==> src/rtl/serial_adder.sv <==
// Bit-serial adder: operands shift LSB-first through a two-half-adder full-adder,
// one bit per clock, and the assembled sum plus carry-out are registered on completion.

module Half_adder (
  input  logic a_i,
  input  logic b_i,
  output logic sum_o,
  output logic carry_o
);
  assign sum_o   = a_i ^ b_i;
  assign carry_o = a_i & b_i;
endmodule

module serial_adder #(
  parameter int unsigned WIDTH = 8
) (
  input  logic             clk_i,
  input  logic             rst_n_i,
  input  logic             start_i,
  input  logic [WIDTH-1:0] a_i,
  input  logic [WIDTH-1:0] b_i,
  output logic             busy_o,
  output logic             done_o,
  output logic [WIDTH-1:0] sum_o,
  output logic             carry_o
);
  localparam int unsigned CW = (WIDTH > 1) ? $clog2(WIDTH) : 1;

  typedef enum logic [1:0] {S_IDLE, S_RUN, S_DONE} state_t;

  state_t           r_state;
  logic [WIDTH-1:0] r_a_sr;
  logic [WIDTH-1:0] r_b_sr;
  logic [WIDTH-1:0] r_sum_sr;
  logic             r_carry;
  logic [CW-1:0]    r_cnt;

  logic             w_ha1_sum;
  logic             w_ha1_carry;
  logic             w_ha2_sum;
  logic             w_ha2_carry;
  logic             w_carry_nxt;
  logic             w_last;
  logic             w_accept;
  logic [WIDTH-1:0] w_sum_nxt;

  Half_adder u_ha1 (
    .a_i     (r_a_sr[0]),
    .b_i     (r_b_sr[0]),
    .sum_o   (w_ha1_sum),
    .carry_o (w_ha1_carry)
  );

  Half_adder u_ha2 (
    .a_i     (w_ha1_sum),
    .b_i     (r_carry),
    .sum_o   (w_ha2_sum),
    .carry_o (w_ha2_carry)
  );

  assign w_carry_nxt = w_ha1_carry | w_ha2_carry;
  assign w_last      = (r_cnt == CW'(WIDTH - 1));
  // A start is honoured in IDLE and in DONE, so back-to-back runs lose no cycle.
  assign w_accept    = start_i && (r_state != S_RUN);
  assign w_sum_nxt   = {w_ha2_sum, r_sum_sr[WIDTH-1:1]};

  always_ff @(posedge clk_i or negedge rst_n_i) begin
    if (!rst_n_i) begin
      r_state  <= S_IDLE;
      r_a_sr   <= '0;
      r_b_sr   <= '0;
      r_sum_sr <= '0;
      r_carry  <= 1'b0;
      r_cnt    <= '0;
      busy_o   <= 1'b0;
      done_o   <= 1'b0;
      sum_o    <= '0;
      carry_o  <= 1'b0;
    end else begin
      done_o <= 1'b0;
      if (w_accept) begin
        r_a_sr   <= a_i;
        r_b_sr   <= b_i;
        r_sum_sr <= '0;
        r_carry  <= 1'b0;
        r_cnt    <= '0;
        busy_o   <= 1'b1;
        r_state  <= S_RUN;
      end else begin
        case (r_state)
          S_RUN: begin
            r_sum_sr <= w_sum_nxt;
            r_a_sr   <= r_a_sr >> 1;
            r_b_sr   <= r_b_sr >> 1;
            r_carry  <= w_carry_nxt;
            r_cnt    <= r_cnt + 1'b1;
            if (w_last) begin
              sum_o   <= w_sum_nxt;
              carry_o <= w_carry_nxt;
              busy_o  <= 1'b0;
              done_o  <= 1'b1;
              r_state <= S_DONE;
            end
          end
          S_DONE:  r_state <= S_IDLE;
          default: r_state <= S_IDLE;
        endcase
      end
    end
  end
endmodule
==> config.mk <==
export PLATFORM = sky130hd
export DESIGN_NAME = serial_adder
export DESIGN_NICKNAME = d
export VERILOG_FILES = /design/src/rtl/serial_adder.sv
export SDC_FILE = /design/constraint.sdc
export NUM_CORES = 1
export LEC_CHECK = 0
export ABC_AREA = 1
export CAP_MARGIN = 20
export CORE_AREA = 5 5 88 57
export DETAILED_ROUTE_END_ITERATION = 6
export DIE_AREA = 0 0 93 62
export PLACE_DENSITY = 0.7
export SLEW_MARGIN = 20
export SYNTH_ARGS = -nofsm -noshare
export SYNTH_HDL_FRONTEND = slang
export SYNTH_HIERARCHICAL = 1
export SYNTH_SLANG_ARGS = --single-unit
==> constraint.sdc <==
create_clock -name clk_i -period 1.59 [get_ports clk_i]
set_clock_uncertainty 0.05 [all_clocks]
set_input_delay 0.477 -clock clk_i [delete_from_list [all_inputs] [get_ports clk_i]]
set_output_delay 0.477 -clock clk_i [all_outputs]
set_load 0.05 [all_outputs]
==> results of run 1 <==
## logic make-up (layout without fill, tap and decap cells)
family,after synthesis,in the layout,share of synthesized area
and+or+nand+nor,128,128,0.331
DFF,40,40,0.564
buffers and inverters,16,46,0.0606
AOI/OAI and AO/OA,3,3,0.00846
adders and majority gates,5,5,0.0353
## power groups by stage
stage / Sequential, uW / Combinational (uW) / Clock, uW
3_5_place_dp: 1760 / 2040 / 0
6_report: 1750 / 2020 / 693
3_3_place_gp: 1760 / 2010 / 0
5_1_grt: 1800 / 2210 / 763
4_1_cts: 1750 / 2050 / 721
2_1_floorplan: 2070 / 977 / 0
## final cells by class
| type | count | area (um2) |
|---|---|---|
| clock buffers | 8 | 90.1 |
| fillers | 374 | 1780 |
| inverters | 5 | 18.8 |
| repair buffers | 33 | 438 |
| multi-input cells | 136 | 666 |
| well taps | 50 | 62.6 |
| flip-flops and latches | 40 | 1000 |
## placed cells by master, fill, tap and decap left out
cell,instances
inv_2,3
clkdlybuf4s50_1,17
clkbuf_1,2
inv_1,2
nand3_1,57
buf_2,1
nand2_4,1
nand2_2,1
nand2_1,65
or2_2,1
nor2_4,1
clkbuf_8,6
o21ai_0,3
nor2_8,1
ha_1,5
nor2_1,1
buf_12,12
dfrtp_1,40
buf_4,3
## metrics by stage
| step | setup TNS, ns | instance area (um2) | hold WS [ns] |
|---|---|---|---|
| 2_1_floorplan | 0 | 1770 | 0.131 |
| 6_report | 0 | 2280 | 0.0628 |
| 3_5_place_dp | -0.800 | 2190 | 0.389 |
| 3_3_place_gp | -0.501 | 2190 | 0.388 |
| 4_1_cts | 0 | 2280 | 0.0678 |
| 5_1_grt | 0 | 2280 | 0.0785 |
## cell usage after synthesis (all sizes together)
cell   instances  area (um2)
nand3         57         285
buf           11        88.8
inv            5        18.8
dfrtp         40        1000
or2            1        6.26
ha             5        62.6
o21ai          3        15.0
nand2         67         262
nor2           3        35.0
## worst max path at each step
| stage | startpoint | to | slack [ns] | cells after the start |
|---|---|---|---|---|
| finish | r_a_sr[0] | carry_o | 0.15 | 5 |
| global route | r_a_sr[0] | carry_o | 0.1 | 5 |
| CTS | r_a_sr[0] | carry_o | 0.15 | 5 |
| detailed placement | start_i | r_b_sr[4] | -0.06 | 4 |
| global placement | start_i | r_b_sr[6] | -0.04 | 4 |
| floorplan | r_a_sr[0] | carry_o | 0.21 | 5 |
## sequential cells by signal, indices dropped and copies added (netlist names)
name,flops
r_a_sr,8
r_b_sr,8
sum_o,8
r_sum_sr,7
r_cnt,3
r_state,2
busy_o,1
carry_o,1
done_o,1
r_carry,1
## per-layer routing
metal | global-route usage | vias to the layer above | wire length (um)
li1 | - | 685 | -
met1 | 0.183 | 622 | 1780
met2 | 0.193 | 35 | 1360
met3 | 0.0590 | 6 | 255
met4 | 0.0501 | 0 | 51
met5 | 0 | - | 0
==> impl_metrics.env, run 1 <==
export IMPL_grt_pass1_wl_mm=5.91
export IMPL_crit_arrival_ns=1.58
export IMPL_die_area_um2=5770
export IMPL_io_buffers=29
export IMPL_hold_violations=0
export IMPL_crit_path_max_incr_delay_ns=0.39
export IMPL_ir_drop_mv=0.964
export IMPL_numPlacedInstances=264
export IMPL_post_place_ws_ns=-0.0603
export IMPL_start_util=0.438
export IMPL_wirelength_mm=3.45
export IMPL_rsz0062_at_grt="no"
export IMPL_post_cts_buffers=0
export IMPL_synth_cells=192
export IMPL_grt_max_degree=50
export IMPL_max_cap_violations=0
export IMPL_drv_slew=0
export IMPL_p_total_uw=4470
export IMPL_n_antenna_cell=0
export IMPL_num_rows=18
export IMPL_synth_area_um2=1770
export IMPL_final_cells=272
export IMPL_overflow=0
export IMPL_worst_slack_ns=0.152
export IMPL_clkTransAtPathRegs_ns=0.07
export IMPL_swShare=0.404
export IMPL_cts_tree="done"
export IMPL_nets=245
export IMPL_pwr_share_comb=0.452
export IMPL_path_max_fanout=2
export IMPL_min_path_type="in -> async"
export IMPL_syn_area_per_cell_um2=9.24
export IMPL_dieWidth_um=93
export IMPL_clk_latency_ns=0.29
export IMPL_crit_family="adder cells"
export IMPL_dp_hpwl_mm=2.35
export IMPL_rrSetupSlack_ns=0.15
export IMPL_firstDrtPassIters=4
export IMPL_numCtsBuffers=5
export IMPL_finalSetupViolCount=0
export IMPL_htree_num_levels=2
export IMPL_r2r_start="r_a_sr[0]"
export IMPL_antenna_found_initial=0
export IMPL_syn_to_final_growth_pct=28.3
export IMPL_vias=1348
export IMPL_cts_sinks=40
export IMPL_intPower_uw=2660
export IMPL_leakagePower_uw=0.00113
export IMPL_max_clock_path_buffers=2
export IMPL_tightestPinTransition_ns=0.500
export IMPL_fin_crit_ns=1.44
export IMPL_cp_num_buf_inv=0
export IMPL_grt_usage=0.135
export IMPL_synth_seq_cells=40
export IMPL_cp_cell_sequence="ha_1 > ha_1 > or2_2 > nand2_1 > nand2_1"
export IMPL_die_h_um=62
export IMPL_relSlewSlack=0.667
export IMPL_ys_types=17
export IMPL_wire_per_inst_um=12.7
export IMPL_fin_util=0.561
export IMPL_worst_setup_path_type="reg -> reg"
export IMPL_start_kind="register"
export IMPL_cts_hold_buf=0
export IMPL_crit_required_ns=1.73
export IMPL_rr_endpoint="carry_o"
export IMPL_drc_errors=0
export IMPL_viasPerCell=4.96
export IMPL_critPathCaptureType="register"
export IMPL_grt_pass1_vias=1279
export IMPL_p_per_area_nw_per_um2=1960
export IMPL_post_cts_resized=0
export IMPL_status="completed"
export IMPL_drt_iter0_drc=98
export IMPL_power_switching_uw=1800
export IMPL_ios=30
export IMPL_yosys_warnings=6
export IMPL_rr_worst_depth=5
export IMPL_pwr_share_clk=0.155
export IMPL_fin_crit_sh=0.904
export IMPL_drive_gt1_frac=0.135
export IMPL_synth_nets=216
export IMPL_ys_seq_area_frac=0.564
export IMPL_cp_slowest_cell="dfrtp_1"
export IMPL_gp_congestion=0.718
export IMPL_core_um2=4050
export IMPL_fmax_ghz=0.696
export IMPL_power_frac_seq=0.393
export IMPL_clockRootBuffer="clkbuf_8"
export IMPL_antenna_left=0
Note: power is estimated with default switching activity, not from simulation.
==> inputs of run 2 (changes only) <==
- CAP_MARGIN: 20 -> unset
- REMOVE_ABC_BUFFERS: unset -> 1
- TNS_END_PERCENT: unset -> 100
==> run 2 against run 1 <==
Register-to-register slack about the same. Flip-flop and latch count did not move. Global-route usage increased by 0.29 points. Worst hold slack gained 0.38 ns. Non-clock buffer count rose by 1. Largest cell class unchanged. Sequential power barely moved. Fmax shrank 0.85%.
==> impl_metrics.env, run 2 (synthesized netlist as in run 1, its figures left out) <==
export IMPL_status="completed"
export IMPL_drv_slew=0
export IMPL_hold_violations=0
export IMPL_fin_crit_sh=0.912
export IMPL_mostFrequentLayoutCell="nand2_1"
export IMPL_rsz0062_at_grt="no"
export IMPL_dieWidth_um=93
export IMPL_p_per_area_nw_per_um2=2020
export IMPL_firstDrtPassIters=4
export IMPL_die_h_um=62
export IMPL_fin_crit_ns=1.45
export IMPL_fmax_ghz=0.690
export IMPL_syn_to_final_growth_pct=30.9
export IMPL_max_clock_path_buffers=2
export IMPL_antenna_left=0
export IMPL_finalSetupViolCount=0
export IMPL_core_um2=4050
export IMPL_start_util=0.438
export IMPL_cp_slowest_cell="dfrtp_1"
export IMPL_min_path_type="reg -> reg"
export IMPL_dp_hpwl_mm=2.40
export IMPL_p_total_uw=4690
export IMPL_crit_path_max_incr_delay_ns=0.39
export IMPL_nets=246
export IMPL_antenna_found_initial=0
export IMPL_viasPerCell=5.11
export IMPL_relSlewSlack=0.664
export IMPL_cp_cell_sequence="ha_1 > ha_1 > or2_2 > nand2_1 > nand2_1"
export IMPL_final_cell_mix="nand2_1, nand3_1, dfrtp_1"
export IMPL_gp_congestion=0.725
export IMPL_grt_pass1_vias=1318
export IMPL_cts_sinks=40
export IMPL_ios=30
export IMPL_max_cap_violations=0
export IMPL_wirelength_mm=3.51
export IMPL_leakagePower_uw=0.00115
export IMPL_clkTransAtPathRegs_ns=0.08
export IMPL_post_place_ws_ns=-0.0488
export IMPL_crit_arrival_ns=1.59
export IMPL_path_max_fanout=2
export IMPL_overflow=0
export IMPL_start_kind="register"
export IMPL_grt_usage=0.138
export IMPL_n_antenna_cell=0
export IMPL_fin_tns_setup_ns=0
export IMPL_clk_latency_ns=0.29
export IMPL_grt_pass1_wl_mm=6.09
export IMPL_drc_errors=0
export IMPL_die_area_um2=5770
export IMPL_finalInstanceArea_um2=2320
export IMPL_post_cts_resized=0
export IMPL_reg_largest_list="r_a_sr: 8 flops, r_b_sr: 8 flops, sum_o: 8 flops"
export IMPL_worst_slack_ns=0.140
export IMPL_worst_setup_path_type="reg -> reg"
export IMPL_drt_iter0_drc=103
export IMPL_wire_per_inst_um=12.9
export IMPL_fill_cells=371
export IMPL_crit_required_ns=1.73
export IMPL_vias=1395
export IMPL_drive_gt1_frac=0.143
export IMPL_placedInstanceArea_um2=2190
export IMPL_grt_max_degree=50
export IMPL_htree_num_levels=2
export IMPL_io_buffers=29
export IMPL_cts_tree="done"
export IMPL_num_rows=18
export IMPL_clockRootBuffer="clkbuf_8"
export IMPL_numCtsBuffers=5
export IMPL_tightestPinTransition_ns=0.505
export IMPL_critPathCaptureType="register"
export IMPL_ir_drop_mv=0.741
export IMPL_whs_ns=0.440
run 2: cell type report:
type,instances,area (um2),share of cell area
clock buffer,7,96.3,0.0415
clock inverter,1,30.0,0.0129
inverter,5,18.8,0.00808
multi-input combinational,136,666,0.287
sequential,40,1000,0.431
tap,50,62.6,0.0269
timing repair buffer,34,448,0.193
run 2: through the flow:
stage / utilization / cells
3_3_place_gp: 0.539 / 264
6_report: 0.573 / 273
2_1_floorplan: - / 181
4_1_cts: 0.573 / 273
5_1_grt: 0.573 / 273
3_5_place_dp: 0.539 / 264
run 2: path summary, 6_finish.rpt:
path	slack [ns]	cells past startpoint	startpoint	to
max	0.14	5	r_a_sr[0]	carry_o
min	0.44	2	r_sum_sr[1]	sum_o[0]
max reg2reg	0.14	5	r_a_sr[0]	carry_o
min reg2reg	0.44	2	r_sum_sr[1]	sum_o[0]
max in group asynchronous	0.53	3	rst_n_i	r_b_sr[4]
min in group asynchronous	0.52	2	rst_n_i	done_o
run 2: where the power goes:
part	internal [uW]	total, uW	switching, uW
clock	554	909	355
combinational	875	2020	1150
sequential	1430	1760	327
total	2860	4690	1830
run 2: repair_timing:
action                                 4_1_cts  5_1_grt
endpoints found under the hold margin        9        0
hold buffers                                 1        0
buffers inserted                             0        0
run 2: per-layer routing:
metal	vias to the layer above	global-route usage	share of wire
met5	-	0	0
met4	0	0.0626	0.010
met3	3	0.0481	0.084
met2	49	0.230	0.42
met1	656	0.167	0.48
li1	687	-	-
run 2: worst max-delay path, delay by kind of cell, from the launching register on:
kind,cells,cell delay (ns)
adder cells (fa/ha/maj),2,0.49
flip-flops,1,0.39
AND/OR/NAND/NOR,3,0.41
==> inputs of run 3 (changes only) <==
- CORE_AREA: 5 5 88 57 -> 5 5 92 60
- DIE_AREA: 0 0 93 62 -> 0 0 97 65
- PLACE_DENSITY: 0.7 -> 0.64
==> run 3 against run 2 <==
Total power shrank 2.9%. Core utilization shrank 8.4 points. Wire length shrank 5.0%. Register-to-register slack is essentially flat. Final area shrank 0.54%. Worst setup slack gained 0.0066 ns. Combinational power is essentially flat. First-iteration DRC count shrank 5.8%. Sequential share of layout area grew 0.23 points. Fmax grew 0.45%. Worst hold slack lost 0.34 ns. Critical endpoint unchanged. Largest cell class unchanged.
==> impl_metrics.env, run 3 (synthesized netlist as in run 1, its figures left out) <==
export IMPL_rr_endpoint="carry_o"
export IMPL_relSlewSlack=0.665
export IMPL_rrSetupSlack_ns=0.15
export IMPL_crit_required_ns=1.73
export IMPL_intPower_uw=2760
export IMPL_worstSetupStartpoint="r_a_sr[0]"
export IMPL_hold_violations=0
export IMPL_rr_worst_depth=5
export IMPL_p_per_area_nw_per_um2=1970
export IMPL_finalSetupViolCount=0
export IMPL_swShare=0.395
export IMPL_grt_pass1_vias=1293
export IMPL_tightestPinTransition_ns=0.502
export IMPL_multi_input_comb_area_um2=666
export IMPL_whs_ns=0.101
export IMPL_clk_latency_ns=0.29
export IMPL_fin_crit_ns=1.44
export IMPL_grt_usage=0.118
export IMPL_fmax_ghz=0.693
export IMPL_cts_tree="done"
export IMPL_p_total_uw=4560
export IMPL_numCtsBuffers=5
export IMPL_status="completed"
export IMPL_drv_slew=0
export IMPL_clockRootBuffer="clkbuf_8"
export IMPL_nets=244
export IMPL_firstDrtPassIters=4
export IMPL_max_clock_path_buffers=2
export IMPL_finalInstanceArea_um2=2310
export IMPL_power_switching_uw=1800
export IMPL_dp_hpwl_mm=2.16
export IMPL_grt_max_degree=50
export IMPL_path_max_fanout=2
export IMPL_num_rows=20
export IMPL_drive_gt1_frac=0.140
export IMPL_cts_hold_buf=0
export IMPL_register_area_um2=1000
export IMPL_fin_crit_sh=0.908
export IMPL_critPathCaptureType="register"
export IMPL_die_h_um=65
export IMPL_clkTransAtPathRegs_ns=0.08
export IMPL_wirelength_mm=3.34
export IMPL_ios=30
export IMPL_gp_congestion=0.711
export IMPL_pwr_share_comb=0.439
export IMPL_max_cap_violations=0
export IMPL_antenna_left=0
export IMPL_grt_pass1_wl_mm=6.07
export IMPL_htree_num_levels=2
export IMPL_start_util=0.375
export IMPL_core_um2=4730
export IMPL_leakagePower_uw=0.00113
export IMPL_r2r_start="r_a_sr[0]"
export IMPL_pwr_share_clk=0.178
export IMPL_cts_sinks=40
export IMPL_syn_to_final_growth_pct=30.2
export IMPL_crit_arrival_ns=1.58
export IMPL_post_cts_buffers=0
export IMPL_io_buffers=29
export IMPL_drt_iter0_drc=97
export IMPL_ir_drop_mv=0.619
export IMPL_placedInstanceArea_um2=2200
export IMPL_drc_errors=0
export IMPL_vias=1356
export IMPL_worst_setup_path_type="reg -> reg"
export IMPL_fill_cells=435
export IMPL_power_frac_seq=0.383
export IMPL_dieWidth_um=97
export IMPL_antenna_found_initial=0
export IMPL_n_antenna_cell=0
export IMPL_fin_util=0.488
export IMPL_reg_largest_list="r_a_sr: 8 flops, r_b_sr: 8 flops, sum_o: 8 flops"
export IMPL_post_cts_resized=0
export IMPL_min_path_type="in -> async"
export IMPL_overflow=0
export IMPL_mostFrequentLayoutCell="nand2_1"
export IMPL_rsz0062_at_grt="no"
export IMPL_die_area_um2=6310
export IMPL_start_kind="register"
export IMPL_wire_per_inst_um=11.6
export IMPL_final_cell_mix="nand2_1, nand3_1, dfrtp_1"
export IMPL_viasPerCell=4.72
==> run 3: changes by cell type in the layout (fill, tap and decap cells not counted) <==
cell	before	now
clkbuf_8	7	5
buf_4	3	2
clkinv_2	0	1
clkinvlp_4	0	1
dlygate4sd3_1	1	0
==> run 3: layout make-up <==
type,count,area share
repair buffers,32,0.186
clock buffers,5,0.0298
well taps,66,0.0358
flip-flops and latches,40,0.433
clock inverters,3,0.0184
multi-input cells,136,0.288
inverters,5,0.00813
==> run 3: how the worst max path moves through the flow <==
stage                endpoint  cells past startpoint
global route          carry_o                      5
global placement    r_a_sr[1]                      4
detailed placement   r_cnt[0]                      4
finish                carry_o                      5
floorplan             carry_o                      5
CTS                   carry_o                      5
==> run 3: worst max-delay path: stages, from the launching register on <==
cell and delay, ns:
dfrtp_1 0.39, ha_1 0.30, ha_1 0.19, or2_2 0.31
nand2_1 0.07, nand2_1 0.04
==> run 3: power groups by stage <==
stage / clock, uW / sequential [uW] / combinational [uW]
floorplan: 0 / 2070 / 803
global placement: 0 / 1760 / 1990
detailed placement: 0 / 1760 / 2020
CTS: 841 / 1750 / 2030
global route: 891 / 1800 / 2200
finish: 811 / 1750 / 2000
==> run 3: metrics by stage <==
step,worst slack (ns),setup TNS (ns),cells
2_1_floorplan,0.206,0,181
3_3_place_gp,-0.0302,-0.360,279
3_5_place_dp,-0.0570,-0.878,279
4_1_cts,0.147,0,287
5_1_grt,0.0824,0,287
6_report,0.147,0,287
==> run 3: metal layers <==
layer | GRT usage | share of wire | vias to the layer above
met5 | 0 | 0 | -
met4 | 0.0368 | 0 | 0
met3 | 0.0452 | 0.060 | 0
met2 | 0.175 | 0.44 | 33
met1 | 0.161 | 0.50 | 638
li1 | - | - | 685
